===== config.mk =====
export PLATFORM = sky130hd
export DESIGN_NAME = circle_frame_sched
export DESIGN_NICKNAME = d
export VERILOG_FILES = /design/src/rtl/circle_frame_sched_pkg.sv /design/src/rtl/circle_frame_sched_clear_sweeper.sv /design/src/rtl/circle_frame_sched.sv
export SDC_FILE = /design/constraint.sdc
export NUM_CORES = 1
export LEC_CHECK = 0
export CAP_MARGIN = 20
export CORE_UTILIZATION = 25
export CTS_CLUSTER_DIAMETER = 50
export CTS_CLUSTER_SIZE = 14
export DETAILED_ROUTE_END_ITERATION = 10
export SYNTH_ARGS = -nofsm -noshare
export SYNTH_HDL_FRONTEND = slang
export SYNTH_SLANG_ARGS = --single-unit

===== constraint.sdc =====
create_clock -name clock -period 2.1 [get_ports clock]
set_input_delay 0.525 -clock clock [delete_from_list [all_inputs] [get_ports clock]]
set_output_delay 0.525 -clock clock [all_outputs]
set_load 0.01 [all_outputs]

===== src/rtl/circle_frame_sched_pkg.sv =====
// Shared types and constants for the circle frame scheduler and its clear sweeper.
package circle_frame_sched_pkg;

  localparam int unsigned DEF_X_MAX = 160;
  localparam int unsigned DEF_Y_MAX = 120;

  localparam logic [2:0] COLOUR_BLACK = 3'b000;

  typedef enum logic [1:0] {
    IDLE  = 2'd0,
    CLEAR = 2'd1,
    DRAW  = 2'd2,
    HOLD  = 2'd3
  } state_e;

  // Counter width for a 0..n-1 range; never narrower than one bit.
  function automatic int unsigned cnt_w(input int unsigned n);
    return (n > 1) ? $clog2(n) : 1;
  endfunction

endpackage


===== src/rtl/circle_frame_sched_clear_sweeper.sv =====
// Raster sweep over the whole screen, x fastest; steps one pixel per cycle while start is high.
module clear_sweeper
  import circle_frame_sched_pkg::*;
#(
  parameter int unsigned X_MAX = DEF_X_MAX,
  parameter int unsigned Y_MAX = DEF_Y_MAX
) (
  input  logic                      clock,
  input  logic                      resetn,
  input  logic                      start,
  output logic [cnt_w(X_MAX)-1:0]   x,
  output logic [cnt_w(Y_MAX)-1:0]   y,
  output logic                      last
);

  localparam int unsigned XW = cnt_w(X_MAX);
  localparam int unsigned YW = cnt_w(Y_MAX);

  // x/y name the pixel to be emitted next; last marks the cycle after the final pixel went out.
  always_ff @(posedge clock or negedge resetn) begin
    if (!resetn) begin
      x    <= '0;
      y    <= '0;
      last <= 1'b0;
    end else if (start) begin
      if (x == XW'(X_MAX - 1)) begin
        x <= '0;
        if (y == YW'(Y_MAX - 1)) begin
          y    <= '0;
          last <= 1'b1;
        end else begin
          y    <= y + YW'(1);
          last <= 1'b0;
        end
      end else begin
        x    <= x + XW'(1);
        last <= 1'b0;
      end
    end else begin
      last <= 1'b0;
    end
  end

endmodule


===== src/rtl/circle_frame_sched.sv =====
// Frame scheduler for the circle demo: owns the pixel port and sequences clear, draw and hold.
// Build option SCHED_CLEAR_EN: blank the screen before each circle; without it circles accumulate.
module circle_frame_sched
  import circle_frame_sched_pkg::*;
#(
  parameter int unsigned X_MAX       = DEF_X_MAX,
  parameter int unsigned Y_MAX       = DEF_Y_MAX,
  parameter int unsigned HOLD_CYCLES = 50000000
) (
  input  logic       clock,
  input  logic       resetn,
  input  logic       run,
  output logic       draw_start,
  input  logic       draw_done,
  input  logic       pix_valid,
  input  logic [7:0] pix_x,
  input  logic [6:0] pix_y,
  input  logic [2:0] pix_colour,
  output logic       new_params,
  output logic [7:0] vga_x,
  output logic [6:0] vga_y,
  output logic [2:0] vga_colour,
  output logic       vga_plot,
  output logic       busy
);

  localparam int unsigned HW = $clog2(HOLD_CYCLES + 1);

  state_e          st, st_d;
  logic [HW-1:0]   hold_cnt, hold_cnt_d;
  logic            draw_start_d, new_params_d, vga_plot_d, busy_d;
  logic [7:0]      vga_x_d;
  logic [6:0]      vga_y_d;
  logic [2:0]      vga_colour_d;

`ifdef SCHED_CLEAR_EN
  localparam state_e FRAME_START = CLEAR;

  logic                     sweep_step;
  logic [cnt_w(X_MAX)-1:0]  sw_x;
  logic [cnt_w(Y_MAX)-1:0]  sw_y;
  logic                     sw_last;

  clear_sweeper #(
    .X_MAX (X_MAX),
    .Y_MAX (Y_MAX)
  ) u_sweeper (
    .clock  (clock),
    .resetn (resetn),
    .start  (sweep_step),
    .x      (sw_x),
    .y      (sw_y),
    .last   (sw_last)
  );
`else
  localparam state_e FRAME_START = DRAW;
`endif

  // Next state plus next output values; outputs are registered from these.
  always_comb begin
    st_d         = st;
    hold_cnt_d   = '0;
    draw_start_d = 1'b0;
    new_params_d = 1'b0;
    vga_plot_d   = 1'b0;
    vga_x_d      = '0;
    vga_y_d      = '0;
    vga_colour_d = COLOUR_BLACK;
    busy_d       = 1'b0;
`ifdef SCHED_CLEAR_EN
    sweep_step   = 1'b0;
`endif

    case (st)
      IDLE: begin
        if (run) st_d = FRAME_START;
      end
`ifdef SCHED_CLEAR_EN
      CLEAR: begin
        if (sw_last) st_d = DRAW;
      end
`endif
      DRAW: begin
        // Datapath pixel from this cycle lands on the port next cycle, even alongside draw_done.
        vga_x_d      = pix_x;
        vga_y_d      = pix_y;
        vga_colour_d = pix_colour;
        vga_plot_d   = pix_valid && (32'(pix_x) < X_MAX) && (32'(pix_y) < Y_MAX);
        if (draw_done) st_d = HOLD;
      end
      HOLD: begin
        hold_cnt_d   = hold_cnt + HW'(1);
        new_params_d = (hold_cnt == HW'(HOLD_CYCLES - 1));
        if (hold_cnt == HW'(HOLD_CYCLES)) begin
          hold_cnt_d = '0;
          st_d       = run ? FRAME_START : IDLE;
        end
      end
      default: st_d = IDLE;
    endcase

`ifdef SCHED_CLEAR_EN
    // The clear pixel goes out together with the state it belongs to.
    if (st_d == CLEAR) begin
      sweep_step   = 1'b1;
      vga_x_d      = 8'(sw_x);
      vga_y_d      = 7'(sw_y);
      vga_colour_d = COLOUR_BLACK;
      vga_plot_d   = 1'b1;
    end
`endif

    draw_start_d = (st_d == DRAW) && (st != DRAW);
    busy_d       = (st_d != IDLE);
  end

  always_ff @(posedge clock or negedge resetn) begin
    if (!resetn) begin
      st         <= IDLE;
      hold_cnt   <= '0;
      draw_start <= 1'b0;
      new_params <= 1'b0;
      vga_plot   <= 1'b0;
      vga_x      <= '0;
      vga_y      <= '0;
      vga_colour <= '0;
      busy       <= 1'b0;
    end else begin
      st         <= st_d;
      hold_cnt   <= hold_cnt_d;
      draw_start <= draw_start_d;
      new_params <= new_params_d;
      vga_plot   <= vga_plot_d;
      vga_x      <= vga_x_d;
      vga_y      <= vga_y_d;
      vga_colour <= vga_colour_d;
      busy       <= busy_d;
    end
  end

endmodule


# --- Word level (Yosys, flattened, before mapping) ---
# Cells that the tools add are included.
totals:
  inputBits: 23
  ff_bits: 50
op_classes:
  magnitude_cmp: 2
  eq_ne: 6
  addsub: 1
  n_reduce_logical: 5
  mux: 12
op_table:
  columns: ["op", "n"]
  rows:
  - ["26-bit equality test, second input constant", 2]
  - ["26-bit two-way mux", 2]
  - ["26-bit by 1-bit adder with 26-bit output, second input constant", 1]
  - ["8-bit < comparator, second input constant", 1]
  - ["2-bit two-way mux", 4]
  - ["8-bit two-way mux", 1]
  - ["7-bit < comparator, second input constant", 1]
  - ["7-bit two-way mux", 1]
  - ["2-bit equality test, second input constant", 3]
  - ["2-bit case mux with 3 select lines", 1]
  - ["1-bit logical AND", 3]
  - ["3-bit two-way mux", 1]
  - ["2-bit logical NOT", 1]
  - ["1-bit two-way mux", 2]
  - ["2-bit inequality test, second input constant", 1]
  - ["2-bit nonzero test", 1]

# --- Depth between registers and ports, before layout ---
# Gate-level depths: netlist (run 1).
depth:
  ltp_word: 5
  mapped_depth: 7
  mapped_depth_nobuf: 5

# --- Worst setup path after synthesis (run 1) ---
# OpenSTA, ideal clock, no wires.
synth_path:
  path_kind: "reg-to-reg"
  startpoint: "register hold_cnt[5]"
  endpoint: "register hold_cnt[22]"
  required_time_ps: 1970
  period_less_slack_ps: 1829
  arrival_ps: 1699
  path_slack_ps: 271
  path_stages_with_launch: 7
  setup_ps: 130
  path_buffers: 2
  path_cell_list: "dfrtp_1 > or4b_1 > nor4b_2 > a31o_1 > buf_6 > buf_8 > a21oi_1"
synth_via:
  elab_chain_cells: 3
  elab_cells_between_ends: 4
  cone_classes: "add/sub: 1; eq/ne: 1; mux: 2"
synth_rtl:
  columns: ["item", "line", "source"]
  rows:
  - ["start, declared", "circle_frame_sched.sv:30", "logic [HW-1:0] hold_cnt, hold_cnt_d;"]
  - ["start signal, assigned", "circle_frame_sched.sv:130", "hold_cnt <= hold_cnt_d;"]
  - ["26-bit by 1-bit adder with 26-bit output / 26-bit equality test (equally long branches)", "circle_frame_sched.sv:92, circle_frame_sched.sv:94", null]
  - ["26-bit two-way mux *", "circle_frame_sched.sv:94", "if (hold_cnt == HW'(HOLD_CYCLES)) begin"]
  - ["26-bit two-way mux *", "circle_frame_sched.sv:74", "case (st)"]
  - ["via hold_cnt_d[22]", "circle_frame_sched.sv:30", null]
# Mark *: on every way through the listed nets, which the timed path passes. The rest lies on a longest branch.

# --- Final worst setup path (run 1) ---
layout_path:
  startpoint: "register hold_cnt[5]"
  endpoint: "register hold_cnt[0]"
layout_via:
  elab_chain_cells: 3
layout_rtl:
  columns: ["item", "line"]
  rows:
  - ["26-bit equality test", "circle_frame_sched.sv:94"]
  - ["26-bit two-way mux", "circle_frame_sched.sv:94"]
  - ["26-bit two-way mux", "circle_frame_sched.sv:74"]
  - ["via hold_cnt_d[0]", "circle_frame_sched.sv:30"]
# The timed path passes the listed nets, and every way through them passes these cells.

==> results of run 1 <==
## layer usage
| metal | global-route usage | vias to the layer above |
|---|---|---|
| met4 | 0.0319 | 0 |
| met2 | 0.170 | 45 |
| met3 | 0.0474 | 5 |
| met5 | 0 | - |
| met1 | 0.135 | 838 |
| li1 | - | 837 |
## kinds of logic after synthesis
| family | count (synthesis) | share of synthesized area |
|---|---|---|
| fa+ha+maj | 2 | 0.0113 |
| compound gates | 31 | 0.0838 |
| simple gates | 96 | 0.246 |
| xor+xnor | 13 | 0.0512 |
| buf+inv | 16 | 0.0445 |
| flops | 50 | 0.563 |
## through the flow
step           hold WS [ns]  std cells
2_1_floorplan         0.229        208
3_3_place_gp          0.480        360
3_5_place_dp          0.499        360
4_1_cts               0.214        368
5_1_grt               0.237        368
6_report              0.192        368
## worst paths after layout
| path | end | slack [ns] | cells past startpoint |
|---|---|---|---|
| worst max register to register | hold_cnt[0] | 0.13 | 5 |
| worst min-delay path | hold_cnt[19] | 0.19 | 1 |
| min in group clock | hold_cnt[0] | 0.52 | 1 |
| worst max-delay path | hold_cnt[0] | 0.13 | 5 |
| max in group asynchronous | vga_x[6] | 1.37 | 2 |
| worst min register to register | hold_cnt[0] | 0.52 | 1 |
## where the power goes
| part | total (W) | switching (W) | internal [W] |
|---|---|---|---|
| clock network | 0.000551 | 0.000315 | 0.000236 |
| registers | 0.00109 | 0.0000738 | 0.00102 |
| logic | 0.000271 | 0.000124 | 0.000147 |
## critical path, stage by stage (launching register included)
cell	delay (ns)
dfrtp_1	0.44
or4b_1	0.58
nor4b_4	0.34
a31o_1	0.26
buf_4	0.18
nor2_1	0.06
## registers in the layout, summed over array words and instances (netlist names)
register	count
busy	1
draw_start	1
hold_cnt	26
new_params	1
st	2
vga_colour	3
vga_plot	1
vga_x	8
vga_y	7
## layout by cell type (no fill, tap or decap), types with 2 or more instances in the layout
cell / netlist / final
buf_4: 0 / 6
nand4_1: 8 / 8
clkdlybuf4s50_1: 0 / 43
nand2_1: 8 / 8
nand3_1: 9 / 9
dfrtp_1: 50 / 50
a21oi_1: 13 / 13
a41oi_1: 2 / 2
and2_1: 18 / 18
or4_1: 8 / 8
a31oi_1: 2 / 2
xnor2_1: 7 / 7
inv_1: 8 / 8
and3_1: 4 / 4
o21ai_0: 6 / 6
nor2_1: 21 / 21
buf_12: 0 / 2
and4_1: 4 / 4
or3_1: 5 / 5
xor2_1: 6 / 6
nor4_1: 2 / 2
nor2b_1: 2 / 2
nor3_1: 3 / 3
clkbuf_8: 0 / 5
ha_1: 2 / 2
o31ai_1: 7 / 7
## final cells by class
cell class	count	area [µm²]
clock buffer	6	72.6
clock inverter	2	13.8
fill	911	5770
inverter	8	30.0
multi-input combinational	142	882
sequential	50	1250
tap	108	135
timing repair buffer	52	520
## timing repair
action / in CTS / in global routing
setup endpoints to repair: 0 / 7
hold buffers: 0 / 0
gates resized for setup: 0 / 1
==> run summary, run 1 <==
crit path kind: reg2reg
Synth top area share: 0.563
met3 WL: 369 µm
Max-Cap Viols: 0
Netlist cell types: 31
row cnt: 34
data arrival time of the worst path: 2.15 ns
Data required, critical path: 2.28 ns
most frequent cells after synthesis: dfrtp_1 (50), nor2_1 (21), and2_1 (18)
Detailed Place HPWL: 3.30 mm
vias in the first global route: 1,706
Routed Antenna Nets: 0
Core Region: 8680 µm²
Worst IR Drop VDD: 0.276 mV
YS warnings: 0
Achievable Freq: 507 MHz
Pre-antenna DRT Iters: 4
met1 WL: 2.03 mm
Chip Width: 96.3 µm
root buf cell: clkbuf_8
clock skew: 0.0117 ns
fin crit share: 0.939
top cells by area, synth: dfrtp_1 (56%), and2_1 (5.1%), nor2_1 (3.5%)
initial core utilization: 0.256
CTS tree: yes
number of synthesized flops with an enable pin: 0
Die Area: 9270 µm²
GP Congestion: 0.813
Clock transition at path regs: 0.09 ns
Longest Clk Path Bufs: 2
Highest Signal Layer: met4
count leader, synth: dfrtp_1
P_leak: 1.21 nW
GRT Total Usage: 0.108
sequential-to-total area share from yosys stat: 0.563
Setup TNS Final: 0 ns
WL per Instance: 12.3 µm
Synth Flop Type: dfrtp_1
unrepaired setup endpoints after global routing: false
Fin. Hold Viols: 0
post-CTS setup buffer count: 0
first-pass GRT wire length: 7.76 mm
worst skew pair latency: 0.30 ns
Syn Nets: 233
final setup violation count: 0
Placement Cell Area: 2810 µm²
Iter 0 DRT Violations: 121
Remaining Overflow, GRT: 0
largest net degree at the start of global routing: 29
H-tree levels: 2
CP Max Fanout: 7
TritonCTS buffer count: 5
Synth Instances: 208
critical path startpoint category: flip-flop
post-route cell area: 2910 µm²
WL met2: 2.06 mm
diodes inserted: 0
drt total wl: 4.51 mm
Port Buffer Count: 44
Place WS: 0.148 ns
worst min path class: in2async
syn_area_per_cell: 10.7 µm²
number of I/O pins: 45
cell taking the most area after synthesis: dfrtp_1
Slew HR: 0.639
Final Critical Period: 1.97 ns
area growth from synthesis to layout: 30.7%
Slew @ Worst Pin: 0.542 ns
Die Height: 96.3 µm
share of cells above drive strength 1: 0.0654
Worst Setup End Kind: flip-flop
max-slew violation count: 0
Synth Register Bits: 50
Final Net Count: 284
initial antenna violation count: 0
asr flop ratio synth: 1.00
Vias: 1,725
Remaining DRCs: 0
post-route setup slack: 0.128 ns
Worst Setup SP: hold_cnt[5]
P per Cell Area: 659 nW/µm²
power after layout: 0.00192 W
synthesized area: 2220 µm²
outcome: finished clean
drt via density: 4.69
post-layout util: 0.335
FF-to-FF Start: hold_cnt[5]
clk sink count: 50
(Power assumes the default switching activity.)
==> inputs of run 2 (changes only) <==
--- a/config.mk
+++ b/config.mk
@@ -6,7 +6,7 @@
 export NUM_CORES = 1
 export LEC_CHECK = 0
 export CAP_MARGIN = 20
-export CORE_UTILIZATION = 25
+export CORE_UTILIZATION = 40
 export CTS_CLUSTER_DIAMETER = 50
 export CTS_CLUSTER_SIZE = 14
 export DETAILED_ROUTE_END_ITERATION = 10
==> run 2 against run 1 <==
Routed wire length decreased by 2.1%. First-iteration DRC count decreased by 64%. Flip-flop and latch count unchanged. Sequential power about the same. Non-clock buffer count decreased by 1. Highest routed layer unchanged.
==> run summary, run 2 (same netlist as run 1, synthesis figures left out) <==
share of cells above drive strength 1: 0.0656 (+0.000252)
row cnt: 26 (-24%)
post-layout util: 0.547 (+0.212)
worst skew pair latency: 0.30 ns (about the same)
Port Buffer Count: 44 (unchanged)
cts hold-fix bufs: 0 (unchanged)
Worst Setup SP: hold_cnt[5]
CTS tree: yes
drt total wl: 4.42 mm (-2.1%)
Pre-antenna DRT Iters: 4 (unchanged)
diodes inserted: 0 (unchanged)
Die Height: 76.6 µm (-21%)
Worst Setup End Kind: flip-flop
Clock transition at path regs: 0.09 ns (about the same)
Chip Width: 76.6 µm (-21%)
outcome: finished clean
GRT Total Usage: 0.173 (+0.0643)
unrepaired setup endpoints after global routing: false
fin crit share: 0.926 (-0.0128)
max-slew violation count: 0 (unchanged)
CP Max Fanout: 13 (+6)
# fillers: 484 (-47%)
Core Region: 5240 µm² (-40%)
Final Net Count: 283 (-0.35%)
GP Congestion: 0.728 (-10%)
root buf cell: clkbuf_8
Fin. Hold Viols: 0 (unchanged)
Buffers & Inverters on Critical Path: 1 (unchanged)
initial antenna violation count: 0 (unchanged)
Inst Count DP: 321 (-11%)
clock skew: 0.00485 ns (-0.00685 ns)
Most flops, register: hold_cnt
most common cell after layout, fill and taps aside: dfrtp_1
P_leak: 1.22 nW (+0.58%)
worst min path class: in2async
critical path startpoint category: flip-flop
Achievable Freq: 514 MHz (+1.4%)
Remaining DRCs: 0 (unchanged)
FF-to-FF Start: hold_cnt[5]
Longest Clk Path Bufs: 2 (unchanged)
Final Critical Period: 1.94 ns (-0.0270 ns)
Worst IR Drop VDD: 0.354 mV (+28%)
Placement Cell Area: 2740 µm² (-2.4%)
first-pass GRT wire length: 8.04 mm (+3.6%)
Detailed Place HPWL: 3.09 mm (-6.4%)
critical path, cell by cell: or4b_1 > nor4b_4 > a31o_1 > buf_4 > a21oi_1
WL per Instance: 13.4 µm (+9.5%)
initial core utilization: 0.425 (+0.168)
Max-Cap Viols: 0 (unchanged)
area growth from synthesis to layout: 28.8%
Routed Antenna Nets: 0 (unchanged)
crit path kind: reg2reg
TritonCTS buffer count: 5 (unchanged)
number of I/O pins: 45 (unchanged)
Iter 0 DRT Violations: 43 (-64%)
max reg flops: 26 (unchanged)
Crit path largest cell delay: 0.59 ns (about the same)
Slew @ Worst Pin: 0.480 ns (-0.0622 ns)
Data required, critical path: 2.29 ns (about the same)
WHS: 0.180 ns (-0.0123 ns)
Largest delay share family, worst path: simple AND/OR/NAND/NOR gates
most frequent cells in the layout: dfrtp_1 (50), clkdlybuf4s50_1 (43), nor2_1 (21)
Setup TNS Final: 0 ns (unchanged)
P per Cell Area: 712 nW/µm² (+8.0%)
H-tree levels: 2 (unchanged)
Slew HR: 0.679 (+0.0408)
Remaining Overflow, GRT: 0 (unchanged)
drt via density: 5.20 (+11%)
Die Area: 5860 µm² (-37%)
largest net degree at the start of global routing: 51 (+76%)
biggest regs: hold_cnt (26), vga_x (8), vga_y (7)
vias in the first global route: 1,692 (-0.82%)
clk sink count: 50 (unchanged)
CP max stage cell: or4b_1
data arrival time of the worst path: 2.13 ns (-0.02 ns)
final setup violation count: 0 (unchanged)
post-route cell area: 2860 µm² (-1.4%)
Vias: 1,712 (-0.75%)
Non-Filler Instances: 329 (-11%)
[run 2: changes by cell type in the layout (fill, tap and decap cells not counted)]
cell,previous run,this run
buf_12,2,1
bufinv_16,0,1
clkbuf_1,1,0
clkinv_4,1,0
inv_6,0,1
[run 2: worst register-to-register path, stage by stage, from the launching register on]
cell	delay (ns)
dfrtp_1	0.44
or4b_1	0.59
nor4b_4	0.33
a31o_1	0.20
buf_4	0.20
a21oi_1	0.07
[run 2: final timing paths]
check | endpoint | slack (ns) | depth (start not counted)
hold / removal | hold_cnt[13] | 0.18 | 2
max in group asynchronous | hold_cnt[0] | 1.67 | 2
setup / recovery | hold_cnt[25] | 0.16 | 5
min in group clock | hold_cnt[0] | 0.51 | 1
setup reg to reg | hold_cnt[25] | 0.16 | 5
hold reg to reg | hold_cnt[0] | 0.51 | 1
[run 2: cell type report]
class | instances | area [µm²] | share of cell area
clock inverter | 3 | 43.8 | 0.0153
timing repair buffer | 51 | 500 | 0.175
sequential | 50 | 1250 | 0.437
clock buffer | 5 | 68.8 | 0.0240
tap | 70 | 87.6 | 0.0306
inverter | 8 | 30.0 | 0.0105
multi-input combinational | 142 | 882 | 0.308
[run 2: stage by stage]
stage / total power [W] / worst slack, ns
CTS: 0.00206 / 0.114
finish: 0.00204 / 0.155
global placement: 0.00137 / 0.199
global route: 0.00215 / 0.0291
detailed placement: 0.00137 / 0.131
floorplan: 0.00124 / 0.271
[run 2: report_power, final]
part           total [W]  switching [W]  leakage [nW]  internal, W
registers        0.00109      0.0000705         0.674      0.00102
logic           0.000269       0.000127         0.487     0.000142
clock network   0.000680       0.000323        0.0585     0.000357
[run 2: repair_timing]
action                                  4_1_cts  5_1_grt
gates resized for setup                       0        1
setup buffers                                 0        0
endpoints found under the setup margin        0       25
[run 2: metal layers]
layer  up-vias  global-route usage  wire (µm)
met5         -                   0          0
met4         0              0.0404         21
met3         4              0.0826        400
met2        44               0.270       2030
met1       831               0.215       1960
li1        833                   -          -
